File: src/rtl/spi_link_pkg.sv
// spi_link_pkg: shared FSM state encoding and default packet width for the serial link.
package spi_link_pkg;
   typedef enum logic [1:0] {ST_IDLE, ST_SHIFT, ST_GAP} state_e;
   localparam int unsigned PACKET_LENGTH = 32;
endpackage

File: src/rtl/sclk_divider.sv
// sclk_divider: free-running serial clock with a one-cycle strobe ahead of each falling edge.
module sclk_divider #(
   parameter int unsigned DIV = 2
) (
   input  logic clk_i,
   input  logic rst_i,
   output logic sclk_o,
   output logic fall_o
);
   localparam int unsigned CW = DIV > 1 ? $clog2(DIV) : 1;
   logic [CW-1:0] cnt_q, cnt_d;
   logic          sclk_q, sclk_d, wrap;

   always_comb begin
      wrap   = cnt_q == CW'(DIV - 1);
      cnt_d  = wrap ? '0 : cnt_q + 1'b1;
      sclk_d = wrap ? ~sclk_q : sclk_q;
   end

   always_ff @(posedge clk_i or posedge rst_i) begin
      if (rst_i) begin
         cnt_q  <= '0;
         sclk_q <= 1'b0;
      end else begin
         cnt_q  <= cnt_d;
         sclk_q <= sclk_d;
      end
   end

   assign sclk_o = sclk_q;
   // Strobe fires in the cycle whose closing edge drives sclk low.
   assign fall_o = wrap & sclk_q;
endmodule

File: src/rtl/spi_tx_serializer.sv
// spi_tx_serializer: MSB-first serializer with a one-word holding register and fixed inter-packet gap.
module spi_tx_serializer
   import spi_link_pkg::*;
#(
   parameter int unsigned packet_length = PACKET_LENGTH,
   parameter int unsigned DIV           = 2,
   parameter int unsigned GAP           = 1
) (
   input  logic                     aclk,
   input  logic                     areset,
   input  logic [packet_length-1:0] s_data,
   input  logic                     s_valid,
   output logic                     s_ready,
   output logic                     sclk,
   output logic                     sdata,
   output logic                     svalid,
   output logic                     busy,
   output logic                     tx_done
);
   localparam int unsigned BW = $clog2(packet_length);
   localparam int unsigned GW = GAP > 1 ? $clog2(GAP) : 1;

   state_e                   state_q, state_d;
   logic [packet_length-1:0] hold_q, hold_d, shift_q, shift_d;
   logic                     hold_full_q, hold_full_d, svalid_q, svalid_d, done_q, done_d;
   logic [BW-1:0]            bit_q, bit_d;
   logic [GW-1:0]            gap_q, gap_d;
   logic                     fall, accept, load;

   sclk_divider #(.DIV(DIV)) u_div (
      .clk_i (aclk),
      .rst_i (areset),
      .sclk_o(sclk),
      .fall_o(fall)
   );

   always_comb begin
      accept      = s_valid && s_ready;
      load        = fall && hold_full_q && (state_q == ST_IDLE || (state_q == ST_GAP && gap_q == '0));
      hold_full_d = accept | (hold_full_q & ~load);
      hold_d      = accept ? s_data : hold_q;
      state_d     = state_q;
      shift_d     = shift_q;
      svalid_d    = svalid_q;
      bit_d       = bit_q;
      gap_d       = gap_q;
      done_d      = 1'b0;
      if (load) begin
         state_d  = ST_SHIFT;
         shift_d  = hold_q;
         svalid_d = 1'b1;
         bit_d    = BW'(packet_length - 1);
      end else if (fall && state_q == ST_SHIFT) begin
         if (bit_q != '0) begin
            shift_d = shift_q << 1;
            bit_d   = bit_q - 1'b1;
         end else begin
            // Clearing the shifter also returns sdata to 0 for the gap.
            shift_d  = '0;
            svalid_d = 1'b0;
            done_d   = 1'b1;
            gap_d    = GW'(GAP - 1);
            state_d  = ST_GAP;
         end
      end else if (fall && state_q == ST_GAP) begin
         gap_d   = gap_q != '0 ? gap_q - 1'b1 : gap_q;
         state_d = gap_q != '0 ? ST_GAP : ST_IDLE;
      end
   end

   always_ff @(posedge aclk or posedge areset) begin
      if (areset) begin
         state_q     <= ST_IDLE;
         hold_q      <= '0;
         hold_full_q <= 1'b0;
         shift_q     <= '0;
         svalid_q    <= 1'b0;
         bit_q       <= '0;
         gap_q       <= '0;
         done_q      <= 1'b0;
      end else begin
         state_q     <= state_d;
         hold_q      <= hold_d;
         hold_full_q <= hold_full_d;
         shift_q     <= shift_d;
         svalid_q    <= svalid_d;
         bit_q       <= bit_d;
         gap_q       <= gap_d;
         done_q      <= done_d;
      end
   end

   assign s_ready = ~hold_full_q & ~areset;
   assign sdata   = shift_q[packet_length-1];
   assign svalid  = svalid_q;
   assign busy    = state_q != ST_IDLE || hold_full_q;
   assign tx_done = done_q;
endmodule
File: config.mk
export PLATFORM = sky130hd
export DESIGN_NAME = spi_tx_serializer
export DESIGN_NICKNAME = d
export VERILOG_FILES = /design/src/rtl/spi_link_pkg.sv /design/src/rtl/sclk_divider.sv /design/src/rtl/spi_tx_serializer.sv
export SDC_FILE = /design/constraint.sdc
export NUM_CORES = 1
export LEC_CHECK = 0
export CAP_MARGIN = 40
export CORE_MARGIN = 5
export CORE_UTILIZATION = 55
export CTS_CLUSTER_DIAMETER = 200
export CTS_CLUSTER_SIZE = 8
export DETAILED_ROUTE_END_ITERATION = 8
export GPL_TIMING_DRIVEN = 0
export PLACE_DENSITY = 0.78
export SLEW_MARGIN = 5
export SYNTH_ARGS = -nofsm -noshare
export SYNTH_HDL_FRONTEND = slang
export SYNTH_HIERARCHICAL = 1
export SYNTH_SLANG_ARGS = --single-unit
File: constraint.sdc
create_clock -name aclk -period 2.8 [get_ports aclk]
set_input_delay 0.28 -clock aclk [delete_from_list [all_inputs] [get_ports aclk]]
set_output_delay 0.28 -clock aclk [all_outputs]
set_load 0.05 [all_outputs]
======== Word level (Yosys, flattened, before mapping) ========
Cells that the tools add are included.
operators by class
  divide/modulo/power cells ............... 0
  $add $sub $neg .......................... 3
  order comparisons ....................... 0
  multipliers ............................. 0
  bitwise logic cells ..................... 9
  muxes and demuxes ....................... 21
  reduce and logical (&&, ||, !) cells .... 19
  equal/unequal tests ..................... 5
  shifts and indexed selects .............. 0
operator list
  kind                   number
  $mux W32               3
  $mux W5                3
  $mux W1                10
  $mux W2                5
  $reduce_bool A2 Y1     4
  $logic_and A1 B1 Y1    6
  $reduce_and A2 Y1      3
  $not A1 Y1             5
  $reduce_bool A5 Y1     1
  $sub A5 B1 Y5 const B  1
  $ne A2 B2 Y1 const B   2
  $and A1 B1 Y1          3
  $ne A3 B3 Y1 const B   1
  $reduce_and A3 Y1      1
  $reduce_bool A3 Y1     1
  $eq A2 B1 Y1 const B   1
  $eq A2 B2 Y1 const B   1
  $logic_not A2 Y1       1
  $logic_or A1 B1 Y1     2
  $add A1 B1 Y1 const B  1
  $or A1 B1 Y1           1
  $sub A1 B1 Y1 const B  1
storage, ports and cells
  bits in latches ......................... 0
  logic and storage cells ................. 67
  memories ................................ 0
  memory bits (read-only) ................. 0
  RAM bits ................................ 0
  register bits ........................... 77

======== Longest topological paths before layout ========
Gate-level depths: netlist of the first run.
  depth after elaboration ................. 7
  depth in mapped cells ................... 7
  gate-level depth less buffers ........... 5

======== By module ========
The synthesis of the first run kept the hierarchy.
modules (own cells, without submodules)
  module             cells each  times used  area an instance (µm²)  sequential area each (µm²)
  spi_tx_serializer  293         1           3180.6                  1851.8
  sclk_divider       6           1           73.8                    50.0

======== Worst setup path after synthesis of the first run ========
No wires, ideal clock.
  kind .................................... register -> register
  start point ............................. register hold_full_q
  end point ............................... register hold_q[11]
  data arrival time ....................... 1946 ps
  data required time ...................... 2675 ps
  clock period less this slack ............ 2071 ps
  stages on the path, launching flop included .. 6
  slack ................................... 729 ps
  setup time .............................. 125 ps
  cell sequence ........................... dfrtp_1 > nor2_1 > and2_1 > buf_2 > buf_6 > mux2_2
between the ends
  word-level cells in the longest chain between the ends .. 3
RTL lines
  what                    line                     RTL
  from (decl)             spi_tx_serializer.sv:25  logic hold_full_q, hold_full_d, svalid_q, svalid_d, done_q, done_d;
  from (signal assigned)  spi_tx_serializer.sv:84  hold_full_q <= hold_full_d;
  $not A1 Y1              spi_tx_serializer.sv:93  assign s_ready = ~hold_full_q & ~areset;
  $and A1 B1 Y1           spi_tx_serializer.sv:93
  named net s_ready       spi_tx_serializer.sv:13  output logic s_ready,
  $logic_and A1 B1 Y1     spi_tx_serializer.sv:38  accept = s_valid && s_ready;
  to (signal assigned)    spi_tx_serializer.sv:83  hold_q <= hold_d;
  to (decl)               spi_tx_serializer.sv:24  logic [packet_length-1:0] hold_q, hold_d, shift_q, shift_d;
The timed path passes the listed nets, and every way through them passes these cells.
A chain may end at the register's enable or synchronous reset.

======== Worst setup path in the final report of the first run ========
  start point ............................. register state_q[0]
  end point ............................... output busy
between the ends
  word-level cells in the longest chain between the ends .. 2
RTL lines
  what                    line                     RTL
  from (decl)             spi_tx_serializer.sv:23  state_e state_q, state_d;
  from (signal assigned)  spi_tx_serializer.sv:82  state_q <= state_d;
  $reduce_bool A2 Y1      spi_tx_serializer.sv:96  assign busy = state_q != ST_IDLE || hold_full_q;
  $logic_or A1 B1 Y1      spi_tx_serializer.sv:96
  to (decl)               spi_tx_serializer.sv:17  output logic busy,
Every way passes these cells.

==> results of run 1 <==
==> through the flow <==
step / worst slack [ns] / hold slack [ns]
3_5_place_dp: 0.801 / 0.464
3_3_place_gp: -0.597 / 0.439
6_report: 0.641 / 0.208
4_1_cts: 0.630 / 0.202
2_1_floorplan: 0.638 / 0.0212
5_1_grt: 0.558 / 0.221
==> kinds of logic after synthesis <==
logic type / Yosys count
xor gates and xnor gates: 1
adders and majority gates: 1
AOI/OAI and AO/OA: 73
DFF: 76
muxes: 32
and+or+nand+nor: 87
buffers and inverters: 29
==> final timing paths <==
check	start	slack, ns	to	cells past startpoint
setup / recovery	state_q[0]	0.64	busy	2
hold / removal	areset	0.21	u_div/cnt_q	2
setup reg to reg	u_div/cnt_q	0.91	shift_q[22]	6
hold reg to reg	u_div/cnt_q	0.48	u_div/cnt_q	1
max in group asynchronous	areset	1.95	shift_q[18]	3
min in group aclk	u_div/cnt_q	0.48	u_div/cnt_q	1
==> layout make-up <==
class	count	area, µm²
buffer	23	145
clock buffer	12	135
clock inverter	3	15.0
fill	482	1920
inverter	6	25.0
multi-input combinational	194	1180
sequential	76	1900
tap	75	93.8
timing repair buffer	41	428
==> synthesized netlist by cell type (all sizes together) <==
library cell   n
and3b          2
nor4b          1
o31ai          1
or4b           1
and3           1
or3            1
nor2          36
mux2          32
and2           2
o21ai          3
a21oi         65
o311ai         1
a21o           1
a211o          1
nand4b         1
buf           15
dfrtp         76
ha             1
nand3b         2
nand2          4
nand3         34
inv            6
clkbuf         8
a31oi          1
nor3           2
xor2           1
==> registers in the layout (all words and copies together) (netlist names) <==
| signal | flops |
|---|---|
| state_q | 2 |
| u_div/sclk_o | 1 |
| svalid | 1 |
| hold_q | 32 |
| shift_q | 32 |
| u_div/cnt_q | 1 |
| tx_done | 1 |
| bit_q | 5 |
| hold_full_q | 1 |
==> critical path, stage by stage (launching register included) <==
cell	delay, ns
sky130_fd_sc_hd__dfrtp_1	0.46
sky130_fd_sc_hd__or3_1	0.38
sky130_fd_sc_hd__clkdlybuf4s50_1	0.71
==> metal layers <==
metal | part of all wire | vias to the layer above | global-route usage
li1 | - | 1152 | -
met1 | 0.45 | 1174 | 0.261
met2 | 0.48 | 57 | 0.277
met3 | 0.050 | 14 | 0.0388
met4 | 0.022 | 0 | 0.0892
met5 | 0 | - | 0
==> report_power, final <==
part           internal [W]  switching, W  total, W
registers           0.00158      0.000283   0.00186
clock network      0.000313      0.000370  0.000683
logic              0.000473      0.000345  0.000818
total               0.00236      0.000998   0.00336
==> reports/metrics.cfg, run 1 <==
[final_layout]
fin_util = 0.672
layout_commonest_cell = sky130_fd_sc_hd__dfrtp_1
layout.cells.most_common_list = sky130_fd_sc_hd__dfrtp_1, sky130_fd_sc_hd__a21oi_1, sky130_fd_sc_hd__clkdlybuf4s50_1
stdcell_area_mm2 = 0.00393
area_delta_synth_final_pct = 20.7
fin_cells = 430
layout-drive-gt1-share = 0.180
nets = 387
antenna-diode-count = 0

[clock_tree]
clock_tree_from_tritoncts = built
cts.repair.resized = 0
cts_max_path_buffers = 2
clock_sinks = 76
cts.repair_timing.setup_buffer_count = 0
clock_tree.htree_level_count = 3
numCtsBuffers = 9
postCtsHoldBufs = 0
clk_pin_slew_ns = 0.07
ctsRootBufferMaster = sky130_fd_sc_hd__clkbuf_8
clk_latency_ns = 0.34

[sta]
final-setup-viol-count = 0
timing_worst_slew_pin_value_ns = 0.747
final-hold-violation-count = 0
min_period_over_period = 0.771
finalSetupTns_ns = 0
finalClockSkew_ns = 0.00669
relSlewSlack = 0.495
finalWorstPathRequiredPeriod_ns = 2.16
clock.fmax_mhz = 463
rsz0062_at_grt = false
timing_max_transition_violations_final = 0

[route]
vias = 2397
route.detailed.wl_per_inst_um = 14.7
drt_pass1_iterations = 4
remaining_drc_errors = 0
drt.antenna.violating_nets = 0
routed_wirelength_um = 6330
initialDrtViolationCount = 148
route.detailed.vias_per_inst = 5.57

[logic_synthesis]
synth.net_count = 335
fraction_of_the_mapped_netlist_area_in_compound_gates = 0.116
area_share_of_the_leading_cell_type_in_the_synthesized_netlist = 0.584
ys_seq_elements = 76
post_synth_fa_ha_maj_area_fraction = 0.00384
netlist-cell-type-count = 31
main_combinational_cell_family_by_area_after_synthesis = simple AND/OR/NAND/NOR gates
synthesis.instances = 299
synth_area_leader_cell = sky130_fd_sc_hd__dfrtp_1
synth-warning-count = 6
avgSynthCellArea_um2 = 10.9
synth_area_leaders = sky130_fd_sc_hd__dfrtp_1, sky130_fd_sc_hd__mux2_2, sky130_fd_sc_hd__a21oi_1
synth_xor_area_frac = 0.00269
synth-simple-area-share = 0.130
seq_area_frac_synth = 0.584
netlist_area_mm2 = 0.00325
synthMuxAreaShare = 0.111

[placed_design]
place_hpwl_um = 4300
dpl-instance-area_mm2 = 0.00378
place_inst = 415
place.gp.congestion = 0.819
place.port_buffers = 40

[grt]
grt_first_pass_wirelength_um = 10800
vias_in_the_first_global_route = 2268
overflow = 0
grt_max_degree = 57
antenna_found_initial = 0
groute.usage.overall = 0.186

[power]
power.density_cell_area_mw_per_mm2 = 856
vdd_ir_drop_max_mv = 0.492
leakagePower_nw = 1.70
total_power_w = 0.00336

[die]
floorplan.initialDensity = 0.556
die_area_mm2 = 0.00756
die_height_um = 86.9
fp.dieW_um = 86.9
core_area_mm2 = 0.00585
top_level_ports = 41
fp-row-count = 28

[setup_path]
startpoint_type = flip-flop
cp.required_ns = 2.52
cp-end-kind = output port
worst-setup-path-type = reg2out
critPathArrivalTime_ns = 1.88
cp_max_fo = 8

[hold_path]
holdCritPathClass = in2async

[flow_run]
drv.max_cap_violation_count = 0

[run_status]
outcome = complete, no violations

No activity file was read; power rests on OpenSTA's default activity.
==> run 2: changes to the inputs <==
--- a/config.mk
+++ b/config.mk
@@ -7,12 +7,12 @@
 export LEC_CHECK = 0
 export CAP_MARGIN = 40
 export CORE_MARGIN = 5
-export CORE_UTILIZATION = 55
+export CORE_UTILIZATION = 49
 export CTS_CLUSTER_DIAMETER = 200
 export CTS_CLUSTER_SIZE = 8
 export DETAILED_ROUTE_END_ITERATION = 8
 export GPL_TIMING_DRIVEN = 0
-export PLACE_DENSITY = 0.78
+export PLACE_DENSITY = 0.74
 export SLEW_MARGIN = 5
 export SYNTH_ARGS = -nofsm -noshare
 export SYNTH_HDL_FRONTEND = slang
==> constraint.sdc (replaced) <==
create_clock -name aclk -period 1.8 [get_ports aclk]
set_input_delay 0.18 -clock aclk [delete_from_list [all_inputs] [get_ports aclk]]
set_output_delay 0.18 -clock aclk [all_outputs]
set_load 0.05 [all_outputs]
==> run 2 against run 1 <==
Clock skew increased by 0.00067 ns. Critical endpoint is now shift_q[17]. Worst hold slack worse by 0.10 ns. Critical path type is now reg2reg. Via count shrank 0.79%. Highest routed layer unchanged. Cell area increased by 2.4%. Sequential cell count unchanged.
==> reports/metrics.cfg, run 2 (same netlist as run 1, synthesis figures left out) <==
[die]
fp-row-count = 29  ; was 28
fp.dieW_um = 91.5  ; was 86.9 µm
floorplan.initialDensity = 0.507  ; was 0.556
die_area_mm2 = 0.00837  ; was 0.00756 mm²
die_height_um = 91.5  ; was 86.9 µm
core_area_mm2 = 0.00642  ; was 0.00585 mm²
top_level_ports = 41  ; unchanged

[final_layout]
n_fill_cell = 533  ; was 482
layout.cells.most_common_list = sky130_fd_sc_hd__dfrtp_1, sky130_fd_sc_hd__a21oi_1, sky130_fd_sc_hd__clkdlybuf4s50_1  ; unchanged
reg.largest.list = hold_q: 32 flops, shift_q: 32 flops, bit_q: 5 flops  ; unchanged
area_delta_synth_final_pct = 23.6  ; was 20.7%
layout_commonest_cell = sky130_fd_sc_hd__dfrtp_1  ; unchanged
layout-drive-gt1-share = 0.235  ; was 0.180
stdcell_area_mm2 = 0.00402  ; was 0.00393 mm²
antenna-diode-count = 0  ; unchanged
nets = 392  ; was 387

[clock_tree]
clk_pin_slew_ns = 0.07  ; about the same
ctsRootBufferMaster = sky130_fd_sc_hd__clkbuf_8  ; unchanged
cts_max_path_buffers = 2  ; unchanged
clock_tree.htree_level_count = 3  ; unchanged
clk_latency_ns = 0.34  ; about the same
clock_sinks = 76  ; unchanged
clock_tree_from_tritoncts = built  ; unchanged
numCtsBuffers = 9  ; unchanged

[route]
initialDrtViolationCount = 129  ; was 148
route.detailed.vias_per_inst = 5.43  ; was 5.57
vias = 2378  ; was 2,397
drt.antenna.violating_nets = 0  ; unchanged
drt_pass1_iterations = 4  ; unchanged
routed_wirelength_um = 6300  ; was 6330 µm
remaining_drc_errors = 0  ; unchanged
route.detailed.wl_per_inst_um = 14.4  ; was 14.7 µm

[power]
leakagePower_nw = 1.75  ; was 1.70 nW
power.density_cell_area_mw_per_mm2 = 1330  ; was 856 mW/mm²
vdd_ir_drop_max_mv = 0.724  ; was 0.492 mV

[grt]
groute.usage.overall = 0.163  ; was 0.186
global_route.usage.met2 = 0.263  ; was 0.277
global_route.peak_usage_layer = met2  ; unchanged
vias_in_the_first_global_route = 2388  ; was 2,268
antenna_found_initial = 0  ; unchanged
overflow = 0  ; unchanged
grt_first_pass_wirelength_um = 10900  ; was 10,800 µm
use_met1 = 0.206  ; was 0.261
grt_use_met3 = 0.0471  ; was 0.0388
grt_max_degree = 33  ; was 57

[sta]
worst_case_setup_margin_in_the_final_layout_ns = 0.0970  ; was 0.641 ns
finalWorstPathRequiredPeriod_ns = 1.70
final-hold-violation-count = 0  ; unchanged
final-setup-viol-count = 0  ; unchanged
rsz0062_at_grt = false  ; unchanged
min_period_over_period = 0.946
relSlewSlack = 0.668  ; was 0.495
finalHoldWorstSlack_ns = 0.104  ; was 0.208 ns
timing_worst_slew_pin_value_ns = 0.496  ; was 0.747 ns
timing_max_transition_violations_final = 0  ; unchanged
clock.fmax_mhz = 587
finalClockSkew_ns = 0.00736  ; was 0.00669 ns

[setup_path]
worst_r2r_startpoint = bit_q[0]  ; was u_div/cnt_q
worst-setup-path-type = reg2reg  ; was reg2out
sequence_of_cells_on_the_critical_path = inv_2, ha_2, or4b_1, buf_4, buf_6, nand3_1, a21oi_1  ; was or3_1, clkdlybuf4s50_1
startpoint = bit_q[0]  ; was state_q[0]
reg2reg_depth = 7  ; was 6
cp.required_ns = 2.02  ; was 2.52 ns
startpoint_type = flip-flop  ; unchanged
cp-end-kind = flip-flop  ; was output port
reg2reg_slack_ns = 0.1  ; was 0.91 ns
cp_max_fo = 10  ; was 8
r2r-end = shift_q[17]  ; was shift_q[22]
crit_path_buf_inv_count = 3  ; was 1
crit_path_max_incr_delay_ns = 0.43  ; was 0.71 ns
worstSetupPathDepth = 7  ; was 2
critPathArrivalTime_ns = 1.92  ; was 1.88 ns
crit_path_end = shift_q[17]  ; was busy
worst_path_dominant_cell_family = simple AND/OR/NAND/NOR gates  ; was buffers and inverters
cp_slowest_cell = sky130_fd_sc_hd__or4b_1  ; was sky130_fd_sc_hd__clkdlybuf4s50_1

[run_status]
outcome = complete, no violations  ; unchanged

[placed_design]
pre_cts_ws_ns = -0.0472  ; was 0.801 ns
place.gp.congestion = 0.802  ; was 0.819
place_hpwl_um = 4300  ; about the same
place.port_buffers = 40  ; unchanged
dpl-instance-area_mm2 = 0.00380  ; was 0.00378 mm²

[flow_run]
drv.max_cap_violation_count = 0  ; unchanged

[hold_path]
holdCritPathClass = in2async  ; unchanged

==> run 2: cell types whose count changed in the layout (fill, tap and decap cells not counted), sizes merged <==
| cell | before | now |
|---|---|---|
| buf | 16 | 21 |
| clkbuf | 20 | 22 |
| clkdlybuf4s50 | 40 | 38 |
| clkinv | 3 | 2 |
| clkinvlp | 0 | 2 |
| dlygate4sd2 | 0 | 1 |
| inv | 6 | 5 |
==> run 2: repair_timing <==
action	in CTS	in global routing
setup buffers	0	4
hold buffers	0	0
setup endpoints to repair	23	33
cloned	0	0
pin swaps	0	0
resized for setup	9	8
==> run 2: where the power goes <==
part           leakage [nW]  total [W]  internal [W]  switching [W]
combinational         0.738    0.00127      0.000740       0.000525
clock                0.0896    0.00117      0.000578       0.000594
sequential            0.923    0.00291       0.00245       0.000451
==> run 2: layout make-up <==
cell class	instances	area, µm²	area share
sequential	76	1900	0.473
multi-input combinational	194	1200	0.297
timing repair buffer	46	464	0.115
clock buffer	13	159	0.0395
buffer	23	155	0.0386
tap	77	96.3	0.0240
inverter	6	26.3	0.00653
clock inverter	3	21.3	0.00529
==> run 2: worst min-delay path by stage <==
stage | startpoint | end | slack (ns) | depth (start not counted)
2_1_floorplan | areset | u_div/cnt_q | -0.08 | 1
3_3_place_gp | u_div/cnt_q | u_div/cnt_q | 0.44 | 1
3_5_place_dp | u_div/cnt_q | u_div/cnt_q | 0.46 | 1
4_1_cts | areset | u_div/cnt_q | 0.1 | 2
5_1_grt | areset | u_div/cnt_q | 0.09 | 2
6_report | areset | u_div/cnt_q | 0.10 | 2
==> run 2: through the flow <==
stage | instances | util | TNS, ns | total power (W)
floorplan | 299 | - | -0.684 | 0.00379
global placement | 416 | 0.585 | -11.21 | 0.00409
detailed placement | 418 | 0.591 | -0.132 | 0.00420
CTS | 434 | 0.621 | 0 | 0.00538
global route | 438 | 0.626 | 0 | 0.00571
finish | 438 | 0.626 | 0 | 0.00534
==> run 2: per-layer routing <==
layer	part of all wire	vias up
li1	-	1160
met1	0.45	1161
met2	0.48	48
met3	0.048	9
met4	0.018	0
met5	0	-
==> run 3: changes to the inputs <==
--- a/config.mk
+++ b/config.mk
@@ -7,12 +7,13 @@
 export LEC_CHECK = 0
 export CAP_MARGIN = 40
 export CORE_MARGIN = 5
-export CORE_UTILIZATION = 49
+export CORE_UTILIZATION = 52
+export CTS_BUF_LIST = sky130_fd_sc_hd__clkbuf_8
 export CTS_CLUSTER_DIAMETER = 200
 export CTS_CLUSTER_SIZE = 8
 export DETAILED_ROUTE_END_ITERATION = 8
 export GPL_TIMING_DRIVEN = 0
-export PLACE_DENSITY = 0.74
+export PLACE_DENSITY = 0.78
 export SLEW_MARGIN = 5
 export SYNTH_ARGS = -nofsm -noshare
 export SYNTH_HDL_FRONTEND = slang
==> run 3 against run 2 <==
Combinational power hardly changed. Sequential power is essentially flat. Via count up 1.2%. Routed wire length up 3.0%. Cell area grew 0.47%.
==> reports/metrics.cfg, run 3 (same netlist as run 1, synthesis figures left out) <==
[final_layout]
area_delta_synth_final_pct = 24.1  ; was 23.6%
reg.largest.list = hold_q: 32 flops, shift_q: 32 flops, bit_q: 5 flops  ; unchanged
antenna-diode-count = 0  ; unchanged
stdcell_area_mm2 = 0.00404  ; was 0.00402 mm²
layout-drive-gt1-share = 0.236  ; was 0.235
layout.cells.most_common_list = sky130_fd_sc_hd__dfrtp_1, sky130_fd_sc_hd__a21oi_1, sky130_fd_sc_hd__clkdlybuf4s50_1  ; unchanged
layout_commonest_cell = sky130_fd_sc_hd__dfrtp_1  ; unchanged
nets = 391  ; was 392

[die]
die_area_mm2 = 0.00794  ; was 0.00837 mm²
fp-row-count = 28  ; was 29
top_level_ports = 41  ; unchanged
floorplan.initialDensity = 0.543  ; was 0.507
fp.dieW_um = 89.1  ; was 91.5 µm
die_height_um = 89.1  ; was 91.5 µm
core_area_mm2 = 0.00599  ; was 0.00642 mm²

[route]
vias = 2407  ; was 2,378
route.detailed.wl_per_inst_um = 14.9  ; was 14.4 µm
initialDrtViolationCount = 150  ; was 129
drt_pass1_iterations = 4  ; unchanged
remaining_drc_errors = 0  ; unchanged
routed_wirelength_um = 6490  ; was 6300 µm
route.detailed.vias_per_inst = 5.53  ; was 5.43
drt.antenna.violating_nets = 0  ; unchanged

[sta]
clock.fmax_mhz = 580  ; was 587 MHz
rsz0062_at_grt = false  ; unchanged
relSlewSlack = 0.453  ; was 0.668
timing_max_transition_violations_final = 0  ; unchanged
final-setup-viol-count = 0  ; unchanged
finalWorstPathRequiredPeriod_ns = 1.72  ; was 1.70 ns
min_period_over_period = 0.958  ; was 0.946
final-hold-violation-count = 0  ; unchanged
timing_worst_slew_pin_value_ns = 0.819  ; was 0.496 ns
worst_case_setup_margin_in_the_final_layout_ns = 0.0757  ; was 0.0970 ns
finalClockSkew_ns = 0.00807  ; was 0.00736 ns
finalHoldWorstSlack_ns = 0.0963  ; was 0.104 ns

[clock_tree]
clk_latency_ns = 0.35  ; was 0.34 ns
clock_tree_from_tritoncts = built  ; unchanged
clock_sinks = 76  ; unchanged
numCtsBuffers = 9  ; unchanged
clock_tree.htree_level_count = 3  ; unchanged
clk_pin_slew_ns = 0.08  ; was 0.07 ns
cts_max_path_buffers = 2  ; unchanged
postCtsHoldBufs = 0  ; unchanged
ctsRootBufferMaster = sky130_fd_sc_hd__clkbuf_8  ; unchanged

[grt]
grt_first_pass_wirelength_um = 11300  ; was 10,900 µm
antenna_found_initial = 0  ; unchanged
grt_max_degree = 39  ; was 33
groute.usage.overall = 0.187  ; was 0.163
vias_in_the_first_global_route = 2401  ; was 2,388
overflow = 0  ; unchanged

[setup_path]
crit_path_buf_inv_count = 1  ; was 3
startpoint_type = flip-flop  ; unchanged
cp.required_ns = 1.62  ; was 2.02 ns
critPathArrivalTime_ns = 1.54  ; was 1.92 ns
crit_path_max_incr_delay_ns = 0.80  ; was 0.43 ns
worst-setup-path-type = reg2out  ; was reg2reg
sequence_of_cells_on_the_critical_path = clkdlybuf4s50_1  ; was inv_2, ha_2, or4b_1, buf_4, buf_6, nand3_1, a21oi_1
worst_path_dominant_cell_family = buffers and inverters  ; was simple AND/OR/NAND/NOR gates
cp_slowest_cell = sky130_fd_sc_hd__clkdlybuf4s50_1  ; was sky130_fd_sc_hd__or4b_1
cp_max_fo = 3  ; was 10
cp-end-kind = output port  ; was flip-flop

[placed_design]
place.port_buffers = 40  ; unchanged
place.gp.congestion = 0.833  ; was 0.802
dpl-instance-area_mm2 = 0.00378  ; was 0.00380 mm²
pre_cts_ws_ns = -0.0956  ; was -0.0472 ns
place_hpwl_um = 4430  ; was 4300 µm

[power]
leakagePower_nw = 1.75  ; about the same
vdd_ir_drop_max_mv = 0.776  ; was 0.724 mV
power.density_cell_area_mw_per_mm2 = 1370  ; was 1330 mW/mm²

[flow_run]
drv.max_cap_violation_count = 0  ; unchanged

[hold_path]
holdCritPathClass = in2async  ; unchanged

[run_status]
outcome = complete, no violations  ; unchanged

run 3: changes by cell type in the layout (fill, tap and decap cells not counted), sizes merged:
cell      before  now
clkbuf        22   18
clkinv         2    0
buf           21   22
bufinv         0    1
clkinvlp       2    5
run 3: routing by layer:
| layer | GRT usage | share of wire | routed length [µm] |
|---|---|---|---|
| met3 | 0.0525 | 0.051 | 333 |
| met1 | 0.248 | 0.44 | 2870 |
| met5 | 0 | 0 | 0 |
| met4 | 0.0758 | 0.017 | 108 |
| met2 | 0.291 | 0.49 | 3180 |
run 3: path summary, 6_finish.rpt:
kind | startpoint | to | slack, ns | cells past startpoint
setup / recovery | u_div/sclk_o | sclk | 0.08 | 1
hold / removal | areset | u_div/cnt_q | 0.1 | 2
min in group aclk | s_data[5] | hold_q[5] | 0.44 | 2
max in group asynchronous | areset | hold_q[10] | 0.77 | 3
hold reg to reg | u_div/cnt_q | u_div/cnt_q | 0.47 | 1
setup reg to reg | bit_q[0] | shift_q[22] | 0.11 | 7
run 3: layout make-up:
| class | count | area, µm² |
|---|---|---|
| fill | 489 | 1950 |
| sequential | 76 | 1900 |
| multi-input combinational | 194 | 1210 |
| timing repair buffer | 45 | 444 |
| buffer | 23 | 155 |
| clock buffer | 11 | 151 |
| tap | 75 | 93.8 |
| clock inverter | 5 | 60.1 |
| inverter | 6 | 26.3 |
run 3: per-stage QoR:
step           utilization  total power (W)  TNS [ns]  std cells
5_1_grt              0.674          0.00592         0        435
4_1_cts              0.668          0.00556         0        431
3_5_place_dp         0.630          0.00421    -0.244        415
3_3_place_gp         0.627          0.00410    -10.17        414
2_1_floorplan            -          0.00379    -0.684        299
6_report             0.674          0.00554         0        435
run 3: where the power goes:
part           switching [W]  internal [W]
Clock               0.000625      0.000715
Combinational       0.000540      0.000745
Sequential          0.000460       0.00245
run 3: repair_timing:
item | in CTS | in global routing
setup buffers | 0 | 4
hold endpoints to repair | 0 | 0
setup endpoints to repair | 26 | 36
gates resized for setup | 9 | 10
pin swaps | 0 | 1
